$ cat config.mk
export PLATFORM = sky130hd
export DESIGN_NAME = busy_qualifier
export DESIGN_NICKNAME = d
export VERILOG_FILES = /design/src/rtl/busy_qualifier.sv
export SDC_FILE = /design/constraint.sdc
export NUM_CORES = 1
export LEC_CHECK = 0
export ABC_AREA = 1
export CAP_MARGIN = 10
export CORE_MARGIN = 2
export CORE_UTILIZATION = 50
export DETAILED_ROUTE_END_ITERATION = 8
export HOLD_SLACK_MARGIN = 0.1
export PLACE_DENSITY = 0.72
export SLEW_MARGIN = 20
export SYNTH_ARGS = -nofsm -noshare
export SYNTH_HDL_FRONTEND = slang
export SYNTH_SLANG_ARGS = --single-unit
$ cat constraint.sdc
create_clock -name clk -period 1.5 [get_ports clk]
set_clock_uncertainty 0.2 [all_clocks]
set_input_delay 0.15 -clock clk [delete_from_list [all_inputs] [get_ports clk]]
set_output_delay 0.15 -clock clk [all_outputs]
set_load 0.05 [all_outputs]
$ cat src/rtl/busy_qualifier.sv
// rtl/busy_qualifier.sv - busy level qualifier with rise/fall hysteresis, glitch counting and stuck detection
//
// Purpose: consumes a busy level that is already synchronous to clk and filters it.
// busy_out asserts only after ON_CYCLES consecutive high samples and deasserts only
// after OFF_CYCLES consecutive low samples. Aborted qualifications are counted as
// glitches. A busy_out that stays high for TIMEOUT_CYCLES cycles raises a sticky
// stuck flag. Setting TIMEOUT_CYCLES to 0 disables stuck detection.
//
// Ports:
//   clk        in   clock, all logic on posedge
//   reset_n    in   asynchronous active-low reset
//   busy_in    in   raw busy level, synchronous to clk
//   stuck_clr  in   single-cycle clear of stuck
//   busy_out   out  qualified busy, registered
//   busy_rise  out  one-cycle pulse when busy_out goes 0->1
//   glitch     out  one-cycle pulse when a rise or fall qualification aborts
//   glitch_cnt out  saturating count of aborted qualifications (GCW bits)
//   stuck      out  sticky flag, busy_out held >= TIMEOUT_CYCLES

module busy_qualifier #(
    parameter int ON_CYCLES      = 4,
    parameter int OFF_CYCLES     = 4,
    parameter int TIMEOUT_CYCLES = 1024,
    parameter int GCW            = 8
) (
    input  logic           clk,
    input  logic           reset_n,
    input  logic           busy_in,
    input  logic           stuck_clr,
    output logic           busy_out,
    output logic           busy_rise,
    output logic           glitch,
    output logic [GCW-1:0] glitch_cnt,
    output logic           stuck
);

    localparam int MAXQ = (ON_CYCLES > OFF_CYCLES) ? ON_CYCLES : OFF_CYCLES;
    localparam int QW   = $clog2(MAXQ + 1);

    if (ON_CYCLES < 1 || OFF_CYCLES < 1) begin : g_bad_param
        $error("busy_qualifier: ON_CYCLES and OFF_CYCLES must be >= 1");
    end

    typedef enum logic [1:0] {
        IDLE,
        RISE_CHK,
        BUSY,
        FALL_CHK
    } state_t;

    state_t        state, state_n;
    logic [QW-1:0] qcnt, qcnt_n;
    logic          abort;
    logic          busy_n;
    logic          rise_n;

    always_comb begin
        state_n = state;
        qcnt_n  = qcnt;
        abort   = 1'b0;
        case (state)
            IDLE: begin
                if (busy_in) begin
                    qcnt_n  = QW'(1);
                    state_n = (ON_CYCLES == 1) ? BUSY : RISE_CHK;
                end
            end
            RISE_CHK: begin
                if (busy_in) begin
                    qcnt_n = qcnt + QW'(1);
                    if (qcnt + QW'(1) == QW'(ON_CYCLES)) begin
                        state_n = BUSY;
                    end
                end else begin
                    qcnt_n  = '0;
                    state_n = IDLE;
                    abort   = 1'b1;
                end
            end
            BUSY: begin
                if (!busy_in) begin
                    qcnt_n  = QW'(1);
                    state_n = (OFF_CYCLES == 1) ? IDLE : FALL_CHK;
                end
            end
            FALL_CHK: begin
                if (!busy_in) begin
                    qcnt_n = qcnt + QW'(1);
                    if (qcnt + QW'(1) == QW'(OFF_CYCLES)) begin
                        state_n = IDLE;
                    end
                end else begin
                    qcnt_n  = '0;
                    state_n = BUSY;
                    abort   = 1'b1;
                end
            end
            default: begin
                qcnt_n  = '0;
                state_n = IDLE;
            end
        endcase
    end

    // busy_out is registered from the next state so it lines up with the state register.
    assign busy_n = (state_n == BUSY) || (state_n == FALL_CHK);
    assign rise_n = busy_n && !busy_out;

    always_ff @(posedge clk or negedge reset_n) begin
        if (!reset_n) begin
            state      <= IDLE;
            qcnt       <= '0;
            busy_out   <= 1'b0;
            busy_rise  <= 1'b0;
            glitch     <= 1'b0;
            glitch_cnt <= '0;
        end else begin
            state     <= state_n;
            qcnt      <= qcnt_n;
            busy_out  <= busy_n;
            busy_rise <= rise_n;
            glitch    <= abort;
            if (abort && (glitch_cnt != {GCW{1'b1}})) begin
                glitch_cnt <= glitch_cnt + GCW'(1);
            end
        end
    end

    if (TIMEOUT_CYCLES > 0) begin : g_timeout
        localparam int TW = $clog2(TIMEOUT_CYCLES + 1);

        logic [TW-1:0] tcnt;
        logic          hit;

        // Saturation at TIMEOUT_CYCLES means hit fires once per busy run, so a
        // cleared stuck stays clear until busy_out falls and a new run completes.
        assign hit = busy_out && (tcnt == TW'(TIMEOUT_CYCLES - 1));

        always_ff @(posedge clk or negedge reset_n) begin
            if (!reset_n) begin
                tcnt  <= '0;
                stuck <= 1'b0;
            end else begin
                if (!busy_out) begin
                    tcnt <= '0;
                end else if (tcnt != TW'(TIMEOUT_CYCLES)) begin
                    tcnt <= tcnt + TW'(1);
                end
                if (hit) begin
                    stuck <= 1'b1;
                end else if (stuck_clr) begin
                    stuck <= 1'b0;
                end
            end
        end
    end else begin : g_no_timeout
        logic unused_clr;
        assign unused_clr = stuck_clr;
        assign stuck      = 1'b0;
    end

endmodule

==> results of run 1 <==
-- sequential cells by signal, summed over array words and instances, names as in the netlist --
| signal | count |
|---|---|
| busy_out | 1 |
| busy_rise | 1 |
| g_timeout.tcnt | 11 |
| glitch | 1 |
| glitch_cnt | 8 |
| qcnt | 3 |
| state | 1 |
| stuck | 1 |
-- where the power goes --
part	total (mW)	internal [mW]	switching, mW
Sequential	1.21	0.933	0.275
Clock	0.325	0.100	0.225
Combinational	1.62	0.727	0.889
Total	3.15	1.76	1.39
-- how the worst max path moves through the flow --
stage	cells past startpoint	end
6_report	2	glitch_cnt[1]
5_1_grt	7	g_timeout.tcnt[1]$_DFFE_PN0P_
4_1_cts	5	stuck$_DFFE_PN0P_
3_5_place_dp	8	glitch_cnt[5]$_DFFE_PN0P_
3_3_place_gp	8	glitch_cnt[1]$_DFFE_PN0P_
2_1_floorplan	8	glitch_cnt[0]$_DFFE_PN0P_
-- layer usage --
layer,global-route usage,vias up,routed length [um]
met1,0.283,599,1430
met2,0.364,24,1600
li1,-,649,-
met5,0,-,0
met3,0.0268,6,92
met4,0.0997,0,90
-- what timing repair did --
action / 4_1_cts / 5_1_grt
gates cloned: 0 / 0
gates resized for setup: 2 / 11
buffers inserted: 0 / 4
endpoints found under the setup margin: 5 / 8
pin swaps: 0 / 2
endpoints found under the hold margin: 27 / 0
hold buffers: 1 / 0
-- through the flow --
step                hold slack [ns]  setup TNS (ns)
floorplan                    -0.346          -0.102
global placement              0.297               0
detailed placement            0.308          -0.280
CTS                           0.148               0
global route                  0.164         -0.0256
finish                        0.150               0
-- area by class of cell --
cell class | count | share of cell area
Inverter | 22 | 0.0442
Sequential cell | 27 | 0.358
Tap cell | 31 | 0.0202
Clock buffer | 3 | 0.0117
Multi-Input combinational cell | 135 | 0.383
Timing Repair Buffer | 25 | 0.181
Clock inverter | 1 | 0.00260
-- cell families (layout without fill, tap and decap cells) --
| kind of cell | Yosys count | in the layout |
|---|---|---|
| simple gates | 111 | 111 |
| buf+inv | 23 | 51 |
| compound gates | 15 | 15 |
| xor+xnor | 4 | 4 |
| flops | 27 | 27 |
| fa+ha+maj | 5 | 5 |
-- placed cells by master, fill, tap and decap left out, types with 2 or more instances in the layout --
cell type / n
a21oi_1: 6
buf_12: 12
buf_4: 9
clkbuf_4: 3
clkdlybuf4s50_1: 3
dfrtp_1: 17
dfrtp_2: 10
ha_1: 3
inv_1: 18
inv_2: 3
nand2_1: 51
nand2_2: 5
nand2_4: 2
nand3_1: 16
nand3_2: 4
nand4_1: 5
nor2_1: 20
nor2_4: 3
nor3_1: 2
o21ai_0: 5
o21ai_1: 4
xnor2_1: 2
==> impl_summary.log, run 1 <==
[metrics] via count: 1278
[metrics] drc violations: 0
[metrics] critical path required time: 1.15 ns
[metrics] outcome: completed
[metrics] proportion of synthesized area in mux cells: 0
[metrics] Finished Layout Cells: 244
[metrics] count of inserted antenna diode cells: 0
[metrics] number of antenna violations at the first check in global routing: 0
[metrics] post-synthesis share of cell area spent on xor and xnor gates: 0.0243
[metrics] placed wire-length estimate: 2280 um
[metrics] number of failing setup endpoints in the final timing report: 0
[metrics] endpoint of the worst hold-timing path: stuck$_DFFE_PN0P_
[metrics] hold path startpoint: stuck_clr
[metrics] normalized max-slew margin: 0.770
[metrics] Mapped Avg Cell Area: 7.80 um2
[metrics] flops & latches, synth: 27
[metrics] peak clock frequency supported by timing: between 600 and 700 MHz
[metrics] clock tree from TritonCTS: done
[metrics] Worst-Skew Late Latency: 0.34 ns
[metrics] post-route ant nets: 0
[metrics] first-pass GRT wire length: 5600 um
[metrics] total length of routed wires: 3210 um
[metrics] fin util: 0.697
[metrics] cells along the critical path: buf_4 -> buf_12
[metrics] largest net degree at the start of global routing: 28
[metrics] Layout Nets: 223
[metrics] Static Leak: 0.899 nW
[metrics] RSZ-0062 raised after global routing: true
[metrics] CP endpoint kind: output port
[metrics] total power draw: 3.15 mW
[metrics] top cell type by total area after synthesis: dfrtp_1
[metrics] share of synthesized cell area in and, or, nand and nor gates: 0.350
[metrics] complex-gate fraction of the synthesized area: 0.0520
[metrics] maximum fanout along the worst path: 4
[metrics] Via-to-Cell Ratio: 5.24
[metrics] number of max-capacitance violations reported: 0
[metrics] stage delay of the slowest cell on the critical path: around 0.46 ns
[metrics] actual slew at the worst max-slew pin: 0.346 ns
[metrics] number of max-slew violations in the final report: 0
[metrics] input/output buffers: 15
[metrics] adder-cell share of the synthesized area: 0.0433
[metrics] number of detailed-routing iterations run before antenna repair: 5
[metrics] setup ws final: around 0.048 ns
[metrics] H-Tree Depth: 1
[metrics] chip height: 57.7 um
[metrics] Power Dens Cells: 1640 nW/um2
[metrics] cell types occupying the most area after synthesis: dfrtp_1 (47%), nand2_1 (14%), nand3_1 (5.9%), nor2_1 (5.7%), inv_1 (4.9%)
[metrics] Post-DP Area: 1810 um2
[metrics] number of placed cells counting well taps: 235
[metrics] Syn Std Cell Area: ~1400 um2
[metrics] area share of the leading cell type in the synthesized netlist: 0.468
[metrics] cell family with most CP delay: flip-flops
[metrics] worst reg-to-reg path cell count: 7
[metrics] r2r startpoint: g_timeout.tcnt[1]$_DFFE_PN0P_
[metrics] dpl ws: -0.0512 ns
[metrics] effective utilization at floorplan: 0.524
[metrics] main combinational cell family by area after synthesis: simple AND/OR/NAND/NOR gates
[metrics] Final Cycle Share: 0.968
[metrics] instance count along the most critical hold path: 2
[metrics] clock tree root buffer cell: clkbuf_4
[metrics] Clock Sink Count: 27
[metrics] total count of hold-check failures in the final report: 0
[metrics] area growth from synthesis to final layout: 33.2%
[metrics] startpoint type of the worst setup path: flop
[metrics] critical path arrival: 1.10 ns
[metrics] core area: 2760 um2
[metrics] launching instance or port of the critical path: glitch_cnt[1]$_DFFE_PN0P_
[metrics] routed wire length per instance: 13.2 um
[metrics] number of buffers inserted during clock tree synthesis: 3
[metrics] worst setup path category: reg2out
[metrics] Layout fillers: between 200 and 250
[metrics] area of the multi-input gates: around 740 um2
[metrics] CTS clk-pin slew, worst paths: 0.15 ns
[metrics] area used by sequential logic in the layout: 688 um2
[metrics] Final GP Congestion: 0.819
[metrics] Yosys warning total: 0
[metrics] largest vdd supply drop: approximately 1.8 mV
[metrics] grt ovf: 0
[metrics] worst path bufs/invs: 2
[metrics] worst min path class: in2reg
[metrics] count leader, synth: nand2_1
[metrics] cell types with the highest counts after synthesis: nand2_1 (55), dfrtp_1 (27), nor2_1 (22)
[metrics] buffer depth of the longest clock path: 2
[metrics] horizontal extent of the die: 57.7 um
[metrics] full die area: 3330 um2
[metrics] post-synth net total: 194
[metrics] async set-or-reset flop fraction in the synthesized netlist: 1.00
[metrics] count of flip-flops with a built-in enable after synthesis: 0
[metrics] synth unique cells: 23
[metrics] global routing usage summed across all routing layers: 0.218
[metrics] via count of the first global-routing pass: between 1000 and 1500
[metrics] final worst path period need: 1.45 ns
[metrics] slowest stage cell, crit path: dfrtp_2
[metrics] Post-Synthesis Cells: about 190
[metrics] Core Rows: 19
[metrics] boundary pin count: 16
[metrics] final design area excluding fillers: 1920 um2
[metrics] Seq/Total Area, Yosys: 0.468
[metrics] fraction of final layout cells with drive strength greater than 1: 0.272
[metrics] reg-to-reg setup timing slack: approximately 0.048 ns
[metrics] ys flop type: dfrtp_1
[metrics] worst reg2reg path endpoint: g_timeout.tcnt[1]$_DFFE_PN0P_
[metrics] initial drt markers: 36
Note: power is estimated with default switching activity, not from simulation.
==> run 2: changes to the inputs <==
Settings changed: CAP_MARGIN 10 to default.
==> results of run 2 <==
No change in the layout: final DEF, timing and power equal those of run 1.
==> run 3: changes to the inputs <==
Settings changed: SLEW_MARGIN 20 to default.
==> results of run 3 <==
No change in the layout: final DEF, timing and power equal those of run 1.
